**config.mk**
```make
export PLATFORM = sky130hd
export DESIGN_NAME = spi_slave
export DESIGN_NICKNAME = d
export VERILOG_FILES = /design/src/rtl/spi_slave.sv
export SDC_FILE = /design/constraint.sdc
export NUM_CORES = 1
export LEC_CHECK = 0
export BUFFER_PORTS_ARGS = -buffer_cell sky130_fd_sc_hd__buf_2
export CAP_MARGIN = 20
export CELL_PAD_IN_SITES_DETAIL_PLACEMENT = 2
export CELL_PAD_IN_SITES_GLOBAL_PLACEMENT = 2
export CORE_MARGIN = 3
export CORE_UTILIZATION = 35
export DETAILED_ROUTE_END_ITERATION = 7
export GPL_ROUTABILITY_DRIVEN = 0
export HOLD_SLACK_MARGIN = 0.05
export PLACE_DENSITY_LB_ADDON = 0.1
export REMOVE_ABC_BUFFERS = 1
export SYNTH_ARGS = -nofsm -noshare
export SYNTH_HDL_FRONTEND = slang
export SYNTH_SLANG_ARGS = --single-unit
export TNS_END_PERCENT = 10
```
**constraint.sdc**
```tcl
create_clock -name clk -period 4.3 [get_ports clk]
set_input_delay 0.215 -clock clk [delete_from_list [all_inputs] [get_ports clk]]
set_output_delay 0.215 -clock clk [all_outputs]
set_load 0.01 [all_outputs]
```
**src/rtl/spi_slave.sv**
```systemverilog
// SPI mode-0 slave: oversamples sclk/cs/mosi on clk, shifts MSB first,
// with a one-entry transmit holding register and a single-byte receive port.
module spi_slave #(
    parameter int unsigned WIDTH = 8
) (
    input  logic             clk,
    input  logic             rst,
    input  logic             sclk,
    input  logic             cs,
    input  logic             mosi,
    output logic             miso,
    input  logic [WIDTH-1:0] in_data,
    input  logic             wr,
    output logic             tx_ready,
    output logic [WIDTH-1:0] out_data,
    output logic             rx_valid,
    input  logic             rd,
    output logic             overrun,
    output logic             busy
);

    localparam int unsigned CntW = (WIDTH > 2) ? $clog2(WIDTH) : 1;
    localparam logic [CntW-1:0] CntLast = CntW'(WIDTH - 1);

    typedef enum logic [0:0] {StIdle, StShift} state_e;

    state_e state_q, state_d;

    logic sclk_s1, sclk_s2, sclk_s3;
    logic cs_s1, cs_s2, cs_s3;
    logic mosi_s1, mosi_s2;

    logic [CntW-1:0]  cnt_q, cnt_d;
    logic [WIDTH-1:0] rx_q, rx_d;
    logic [WIDTH-1:0] tx_q, tx_d;
    logic [WIDTH-1:0] hold_q, hold_d;
    logic             hold_full_q, hold_full_d;
    logic             miso_q, miso_d;
    logic [WIDTH-1:0] out_q, out_d;
    logic             rx_valid_q, rx_valid_d;
    logic             overrun_q, overrun_d;
    logic             tx_load;

    // Synchroniser flops reset to 0 so a held-low cs is not seen as a fall.
    always_ff @(posedge clk) begin
        if (rst) begin
            {sclk_s1, sclk_s2, sclk_s3} <= '0;
            {cs_s1, cs_s2, cs_s3}       <= '0;
            {mosi_s1, mosi_s2}          <= '0;
        end else begin
            {sclk_s1, sclk_s2, sclk_s3} <= {sclk, sclk_s1, sclk_s2};
            {cs_s1, cs_s2, cs_s3}       <= {cs, cs_s1, cs_s2};
            {mosi_s1, mosi_s2}          <= {mosi, mosi_s1};
        end
    end

    logic sclk_rise, sclk_fall, cs_rise, cs_fall;
    assign sclk_rise = sclk_s2 & ~sclk_s3;
    assign sclk_fall = ~sclk_s2 & sclk_s3;
    assign cs_rise   = cs_s2 & ~cs_s3;
    assign cs_fall   = ~cs_s2 & cs_s3;

    always_ff @(posedge clk) begin
        if (rst) state_q <= StIdle;
        else     state_q <= state_d;
    end

    always_comb begin
        state_d = state_q;
        unique case (state_q)
            StIdle:  if (cs_fall) state_d = StShift;
            StShift: if (cs_rise) state_d = StIdle;
            default: state_d = StIdle;
        endcase
    end

    always_comb begin
        busy = (state_q == StShift);
    end

    always_comb begin
        cnt_d       = cnt_q;
        rx_d        = rx_q;
        tx_d        = tx_q;
        hold_d      = hold_q;
        hold_full_d = hold_full_q;
        miso_d      = miso_q;
        out_d       = out_q;
        rx_valid_d  = rx_valid_q;
        overrun_d   = overrun_q;
        tx_load     = 1'b0;

        if (rd) rx_valid_d = 1'b0;

        if (state_q == StIdle) begin
            if (cs_fall) begin
                cnt_d   = '0;
                tx_load = 1'b1;
            end
        end else if (cs_rise) begin
            cnt_d  = '0;
            miso_d = 1'b0;
        end else if (sclk_rise) begin
            rx_d = {rx_q[WIDTH-2:0], mosi_s2};
            if (cnt_q == CntLast) begin
                // Completion overrides a same-cycle rd.
                out_d      = rx_d;
                rx_valid_d = 1'b1;
                if (rx_valid_q && !rd) overrun_d = 1'b1;
                cnt_d      = '0;
            end else begin
                cnt_d = cnt_q + CntW'(1);
            end
        end else if (sclk_fall) begin
            if (cnt_q != '0) begin
                tx_d   = tx_q << 1;
                miso_d = tx_q[WIDTH-2];
            end else begin
                tx_load = 1'b1;
            end
        end

        if (tx_load) begin
            tx_d        = hold_full_q ? hold_q : '0;
            hold_full_d = 1'b0;
            miso_d      = tx_d[WIDTH-1];
        end

        if (wr && !hold_full_q) begin
            hold_d      = in_data;
            hold_full_d = 1'b1;
        end
    end

    always_ff @(posedge clk) begin
        if (rst) begin
            cnt_q       <= '0;
            rx_q        <= '0;
            tx_q        <= '0;
            hold_q      <= '0;
            hold_full_q <= 1'b0;
            miso_q      <= 1'b0;
            out_q       <= '0;
            rx_valid_q  <= 1'b0;
            overrun_q   <= 1'b0;
        end else begin
            cnt_q       <= cnt_d;
            rx_q        <= rx_d;
            tx_q        <= tx_d;
            hold_q      <= hold_d;
            hold_full_q <= hold_full_d;
            miso_q      <= miso_d;
            out_q       <= out_d;
            rx_valid_q  <= rx_valid_d;
            overrun_q   <= overrun_d;
        end
    end

    assign miso     = miso_q;
    assign tx_ready = ~hold_full_q;
    assign out_data = out_q;
    assign rx_valid = rx_valid_q;
    assign overrun  = overrun_q;

endmodule

```
# Word level (Yosys, flattened, before mapping)
# Cells that the tools add are included.
# classes
n_addsub	1
mul	0
div_mod_pow	0
magnitude_cmp	0
eq_ne	5
shift	0
n_mux	33
n_bitwise	11
reduce_logical	18
# ops
operator	n
two-way mux 7 bit	6
two-way mux 1 bit	20
two-way mux 3 bit	5
AND reduction 5 bit	2
nonzero test 2 bit	5
nonzero test 3 bit	3
two-way mux 8 bit	1
AND reduction 4 bit	2
inverter 1 bit	7
AND 1 bit	4
!= test 2 bit, second input constant	2
adder 3 x 1 -> 3 bit, second input constant	1
== test 3 bit, second input constant	1
!= test 3 x 1 -> 1 bit, second input constant	1
!= test 3 x 2 -> 1 bit, second input constant	1
AND reduction 3 bit	1
logical AND 1 bit	2
zero test 1 bit	2
case mux 1 bit (2 select lines)	1
AND reduction 2 bit	1
# totals
ff_bits	46
latchBits	0
ramBits	0
romBits	0
input_bits	15
out_inout_bits	13
wordCells	86
n_memories	0

# Logic depth before layout (Yosys ltp)
# Gate-level depths: netlist (run 1).
# logic_depth
ltp_word	8
ltp_mapped	7
depth_no_buf	6

# Least setup slack after synthesis (run 1)
# OpenSTA, ideal clock, no wires.
# synth_timing
kind	register to register
startpoint	reg cnt_q[0]
endpoint	reg overrun_q (netlist: overrun)
setup_ns	0.058
arrival_time_ns	1.470
required_time_ns	4.242
path_slack_ns	2.772
path_stages_with_launch	7
n_path_buf	1
period_less_slack_ns	1.528
path_cell_list	dfxtp_1 > ha_1 > ha_1 > clkbuf_1 > nand4_1 > nor2_1 > o21ba_1
# synth_via
elab_chain_cells	2
# synth_lines
item	line	text
from (decl)	33	logic [CntW-1:0] cnt_q, cnt_d;
from (signal assigned)	147	cnt_q <= cnt_d;
== test 3 bit	105	if (cnt_q == CntLast) begin
AND reduction 5 bit (no source line)	-	
to (signal assigned)	155	overrun_q <= overrun_d;
to (decl)	41	logic overrun_q, overrun_d;
# No other way between the ends.
# A chain may end at the register's enable or synchronous reset.

# Final worst setup path (run 1)
# layout_timing
startpoint	reg state_q (netlist: busy)
endpoint	reg tx_q[3]
# layout_via
elab_chain_cells	3
elab_cells_between_ends	8
cone_classes	2 x eq/ne; 2 x mux; 4 x reduce/logical
# layout_lines
item	line	text
from (decl)	27	state_e state_q, state_d;
from (signal assigned)	64	if (rst) state_q <= StIdle;
from (signal assigned)	65	else state_q <= state_d;
two-way mux 1 bit	95	if (state_q == StIdle) begin
!= test 2 bit (no source line) / nonzero test 2 bit (equally long branches)	-	
AND reduction 5 bit (no source line)	-	
to (signal assigned)	149	tx_q <= tx_d;
to (decl)	35	logic [WIDTH-1:0] tx_q, tx_d;
# Parallel ways exist; a longest one is shown, timed or not.

==> results.md, run 1 <==
- Status: finished clean
- Switch share: 0.234
- CP Launch Type: flop
- Drt wl/cell: 15.6 um
- CTS clk-pin slew, worst paths: about 0.09 ns
- Worst setup EP type: flop
- Hold buffers post-CTS: 0
- Post-CTS Setup Bufs: 0
- WS Path Type: reg -> reg
- Fin Clk Skew: 0.00595 ns
- Synth-to-Final Area Change: 12.8%
- FF-to-FF End: tx_q[3]$_SDFFE_PP0P_
- Cell count after synthesis: between 200 and 250
- # nets final: 245
- Fin util: 0.417
- Starting DRC count in detailed routing: 52
- CP Cell Sequence: nand3b_1, o31ai_4, nand3_1, a311oi_2
- Initial Util: 0.369
- Share of layout cells above drive strength 1: 0.193
- CP Max Fanout: 24
- Max-Cap Viols: 0
- DIE HEIGHT: 80.1 um
- Iteration count of the initial detailed-routing pass: 3
- Peak VDD IR: 0.000144 V
- Hold Path Depth: 2
- Crit path buffers/inverters: 0
- Psw: 0.193 mW
- Worst-Margin Slew: 0.987 ns
- Max-slew headroom: 0.341
- Total chip power: 0.824 mW
- Setup Total Neg Slack: 0 ns
- Final Cycle Share: 0.472
- Final WL: ~4600 um
- Clk pwr share: 0.401
- Area of the multi-input gates: ~900 um2
- Reg2Reg Depth: 4
- Core Rows: 26
- DRC Markers: 0
- Crit-path max cell delay: 0.82 ns
- Pwr dens: 380 nW/um2
- Final setup vio count: 0
- Register Area: 921 um2
- N_diodes: 0
- Critical-path top delay cell: dfxtp_1
- WHS Endpoint: sclk_s1$_SDFF_PP0_
- Syn_area_per_cell: 9.25 um2
- Clock buffer depth: 2
- Final Non-Filler Cells: 298
- RSZ-0062 raised after global routing: false
- Fillers: 585
- Final hold viol count: 0
- Worst EP arrival: 2.24 ns
- Final worst path period need: approximately 2.0 ns
- Syn. warnings: 0
- Register area share after synthesis: 0.479
- TritonCTS Sinks: 46
- CTS tree: yes
- Sequential share of power: 0.544
- Comb power frac: 0.055
- Grt ovf: 0
- Placed cells: 290
- Final ANT Viol Nets: 0
- Root buffer cell: clkbuf_8
- Initial antenna violation count: 0
- Chip width: 80.1 um
- Clock Latency Late Sink: 0.30 ns
- Yosys reg bits: 46
- Via density: 5.21
- Die area: between 6000 and 7000 um2
- Largest net degree at the start of global routing: 48
- Fmax: between 0.4 and 0.5 GHz
- Final WS setup: 2.27 ns
- Post-DP HPWL: 3310 um
- Internal: ~0.63 mW
- Dpl ws: approximately 2.3 ns
- H-tree depth: 2
- Vias in the first global route: 1616
- Flop-to-flop setup slack: 2.27 ns
- P_leak: 0.803 nW
- Global-route wire length before repair: 7830 um
- Crit path max-delay family: flip-flops
- Post-Syn Area: 1920 um2
- Core Region: between 5000 and 6000 um2
- Total GRT Usage: 0.157
- Worst hold slack: 0.125 ns
- Post-layout instance area: about 2200 um2
- Cells resized by post-CTS repair: 0
- Yosys cell types: 35
- RR Startpoint: busy$_SDFF_PP0_
- Via count: 1553
- Placed inst area: just over 2000 um2
- Worst hold start: sclk
- CTS buffer count: 5
- # port buffers: 27
- # IOs: 28
- Min-Delay Path Class: in -> reg
- Required @ worst endpoint: about 4.5 ns
- Slew Limit Fails: 0
worst max-delay path by stage:
stage	startpoint	end	slack, ns	cells past startpoint
4_1_cts	busy$_SDFF_PP0_	tx_q[3]$_SDFFE_PP0P_	2.25	4
6_report	busy$_SDFF_PP0_	tx_q[3]$_SDFFE_PP0P_	2.27	4
5_1_grt	busy$_SDFF_PP0_	tx_q[6]$_SDFFE_PP0P_	2.05	4
3_5_place_dp	busy$_SDFF_PP0_	tx_q[3]$_SDFFE_PP0P_	2.26	4
3_3_place_gp	busy$_SDFF_PP0_	tx_q[6]$_SDFFE_PP0P_	2.40	4
2_1_floorplan	busy$_SDFF_PP0_	tx_q[1]$_SDFFE_PP0P_	2.60	4
worst reg2reg max path, stage by stage (launching register included):
cell and delay, ns:
dfxtp_1 0.82, nand3b_1 0.23, o31ai_4 0.46, nand3_1 0.16, a311oi_2 0.27
flip-flops by register name (all words and copies together) (netlist names):
name / flops
cnt_q: 3
miso: 1
out_data: 8
rx_valid: 1
cs_s2: 1
cs_s1: 1
hold_q: 8
rx_q: 7
cs_s3: 1
tx_q: 7
hold_full_q: 1
mosi_s1: 1
overrun: 1
busy: 1
sclk_s2: 1
sclk_s3: 1
sclk_s1: 1
mosi_s2: 1
layout make-up:
class,instances,area share
Clock buffer,5,0.0317
Clock inverter,3,0.0202
Inverter,4,0.00692
Multi-Input combinational cell,143,0.414
Sequential cell,46,0.425
Tap cell,70,0.0404
Timing Repair Buffer,27,0.0623
cells by family after synthesis:
| family | Yosys count | synth area share |
|---|---|---|
| fa+ha+maj | 3 | 0.0195 |
| mux | 8 | 0.0416 |
| flops | 46 | 0.479 |
| compound gates | 40 | 0.166 |
| buf+inv | 19 | 0.0546 |
| simple gates | 92 | 0.239 |
routing by layer:
layer	vias to the layer above	share of wire	GRT usage
met3	9	0.031	0.0348
met5	-	0	0
met4	0	0.017	0.0557
met1	757	0.46	0.188
met2	25	0.50	0.275
li1	762	-	-
cells in the mapped netlist (all sizes together):
master   instances  share of area
a211oi           1         0.0039
a21oi           19          0.049
a221o            1         0.0052
a221oi           1         0.0046
a311oi           7          0.051
a32oi            3          0.014
and3             2         0.0065
buf              9          0.035
clkbuf           6          0.012
dfxtp           46           0.48
ha               3          0.020
inv              4         0.0078
mux2i            8          0.042
nand2           24          0.047
nand2b           3         0.0098
nand3           23          0.066
nand3b           1         0.0039
nand4            1         0.0033
nand4b           2         0.0091
nand4bb          1         0.0059
nor2            21          0.041
nor2b           13          0.042
o2111ai          1         0.0046
o21ai            4          0.010
o21ba            1         0.0052
o31ai            2          0.018
or3b             1         0.0046
power by group through the flow:
stage	sequential (mW)	combinational (mW)	clock [mW]
global placement	0.457	0.0428	0
finish	0.448	0.0450	0.331
global route	0.450	0.0509	0.357
floorplan	0.454	0.0258	0
CTS	0.448	0.0460	0.343
detailed placement	0.458	0.0459	0
placed cells by master, fill, tap and decap left out:
cell type	Yosys	final
nand2_1	24	24
nand3_4	1	1
dfxtp_1	46	46
mux2i_1	8	8
nand4_1	1	1
nand3_1	22	22
a221oi_1	1	1
a221o_1	1	1
o31ai_4	1	1
inv_1	4	4
a21oi_1	19	19
nand2b_1	3	3
a311oi_1	1	1
nor2_1	21	21
o31ai_2	1	1
o2111ai_1	1	1
ha_1	3	3
a211oi_1	1	1
o21ai_0	2	2
a311oi_2	6	6
inv_6	0	1
and3_1	2	2
a32oi_1	3	3
or3b_1	1	1
o21ai_1	2	2
nor2b_1	13	13
bufinv_16	0	1
nand3b_1	1	1
buf_2	3	27
nand4b_1	2	2
clkinv_2	0	1
o21ba_1	1	1
clkbuf_8	0	5
nand4bb_1	1	1
No activity file was read; power rests on OpenSTA's default activity.
==> inputs of run 2 (changes only) <==
--- a/config.mk
+++ b/config.mk
@@ -10,7 +10,7 @@
 export CELL_PAD_IN_SITES_DETAIL_PLACEMENT = 2
 export CELL_PAD_IN_SITES_GLOBAL_PLACEMENT = 2
 export CORE_MARGIN = 3
-export CORE_UTILIZATION = 35
+export CORE_UTILIZATION = 31
 export DETAILED_ROUTE_END_ITERATION = 7
 export GPL_ROUTABILITY_DRIVEN = 0
 export HOLD_SLACK_MARGIN = 0.05
==> constraint.sdc (replaced) <==
create_clock -name clk -period 1.7 [get_ports clk]
set_input_delay 0.085 -clock clk [delete_from_list [all_inputs] [get_ports clk]]
set_output_delay 0.085 -clock clk [all_outputs]
set_load 0.01 [all_outputs]
==> run 2 against run 1 <==
Net effect: combinational power grew to 3.4 times the previous value; hold slack lost 0.041 ns; maximum frequency grew 25%; clock power grew 91%; largest cell class unchanged; largest power group unchanged; sequential share of layout area shrank 3.1 points.
==> results.md, run 2 (synthesis results as in run 1) <==
- Largest net degree at the start of global routing: 19
- H-tree depth: 2
- Max-slew headroom: 0.714
- Final Cycle Share: 0.955
- Min-Delay Path Class: in -> reg
- # port buffers: 27
- Sequential share of power: 0.590
- Total GRT Usage: 0.151
- CTS clk-pin slew, worst paths: about 0.08 ns
- CTS buffer count: 5
- Post-DP HPWL: between 3000 and 4000 um
- Internal: 1.46 mW
- Commonest cells after routing, fill and taps aside: 46 x dfxtp_1, 27 x buf_2, 24 x nand2_1, 22 x nand3_1, 21 x nor2_1
- Synth-to-Final Area Change: 21.7%
- Die area: 7180 um2
- DRT met1 WL: 2240 um
- Final WL: 5130 um
- Worst EP arrival: approximately 1.8 ns
- Fin Clk Skew: approximately 0.0052 ns
- Fmax: 0.616 GHz
- Fin util: 0.393
- Most common cell after layout, fill and taps aside: dfxtp_1
- Status: finished clean
- TritonCTS Sinks: 46
- Final ANT Viol Nets: 0
- Clock buffer depth: 2
- # IOs: 28
- Vias in the first global route: 1825
- Drt wl/cell: between 15 and 20 um
- Initial antenna violation count: 0
- Global-route wire length before repair: between 8000 and 9000 um
- Worst setup EP type: flop
- Met3 wire length: 116 um
- Core Region: 5960 um2
- N_diodes: 0
- Flop-to-flop setup slack: 0.08 ns
- Required @ worst endpoint: 1.91 ns
- Grt ovf: 0
- WS Path Type: reg -> reg
- CTS tree: yes
- Core Rows: 28
- Peak VDD IR: 0.000302 V
- Comb power frac: 0.081
- Iteration count of the initial detailed-routing pass: 4
- Worst hold slack: 0.0839 ns
- # nets final: 268
- Via density: 5.06
- Via count: 1644
- DIE HEIGHT: between 80 and 90 um
- Psw: 0.449 mW
- Starting DRC count in detailed routing: 33
- Worst-Margin Slew: ~0.43 ns
- Final hold viol count: 0
- Pwr dens: 817 nW/um2
- DRC Markers: 0
- Switch share: 0.235
- Highest metal used: met4
- Share of layout cells above drive strength 1: 0.216
- CP Launch Type: flop
- Clk pwr share: 0.330
- Final worst path period need: about 1.6 ns
- CP Max Fanout: 6
- Slew Limit Fails: 0
- Root buffer cell: clkbuf_8
- Met2 Wirelength: 2720 um
- P_leak: 0.892 nW
- Final setup vio count: 0
- Clock Latency Late Sink: 0.29 ns
- Chip width: between 80 and 90 um
- Initial Util: 0.323
- Max-Cap Viols: 0
[run 2: worst max-delay path, cell delays in order (launching register included)]
cell     delay, ns
dfxtp_1       0.41
nor2b_1       0.38
o21ai_0       0.18
a221o_1       0.39
o31ai_2       0.18
[run 2: timing repair]
item,4_1_cts,5_1_grt
buffers inserted,0,1
resized for setup,0,1
hold endpoints to repair,11,0
setup endpoints to repair,0,4
hold buffers,11,0
[run 2: final cells by class]
class	count	area (um2)
tap	75	93.8
multi-input combinational	143	900
inverter	4	15.0
timing repair buffer	50	335
clock buffer	7	76.3
fill	685	3610
sequential	46	921
[run 2: routing by layer]
layer / vias up / track usage
met4: 0 / 0.0432
met1: 820 / 0.175
met3: 5 / 0.0304
met2: 17 / 0.278
met5: - / 0
li1: 802 / -
[run 2: through the flow]
| step | worst slack [ns] | instances | TNS (ns) | power [mW] | instance area (um2) |
|---|---|---|---|---|---|
| 2_1_floorplan | 0.00302 | 193 | 0 | 1.21 | 1830 |
| 3_3_place_gp | 0.197 | 306 | 0 | 1.27 | 2140 |
| 3_5_place_dp | 0.0708 | 306 | 0 | 1.29 | 2140 |
| 4_1_cts | 0.0464 | 324 | 0 | 1.94 | 2330 |
| 5_1_grt | -0.00956 | 325 | -0.0186 | 2.02 | 2340 |
| 6_report | 0.0767 | 325 | 0 | 1.91 | 2340 |
[run 2: power groups by stage]
stage          Sequential, mW  Combinational, mW  Clock [mW]
2_1_floorplan            1.15             0.0653           0
3_3_place_gp             1.15              0.123           0
3_5_place_dp             1.15              0.132           0
4_1_cts                  1.13              0.152       0.660
5_1_grt                  1.13              0.172       0.712
6_report                 1.13              0.154       0.631
[run 2: path summary, 6_finish.rpt]
check	end	cells past startpoint	from
worst max-delay path	miso$_SDFFE_PP0P_	4	cs_s2$_SDFF_PP0_
worst min-delay path	hold_full_q$_SDFFE_PP0P_	3	wr
worst max register to register	miso$_SDFFE_PP0P_	4	cs_s2$_SDFF_PP0_
worst min register to register	sclk_s2$_SDFF_PP0_	1	sclk_s1$_SDFF_PP0_
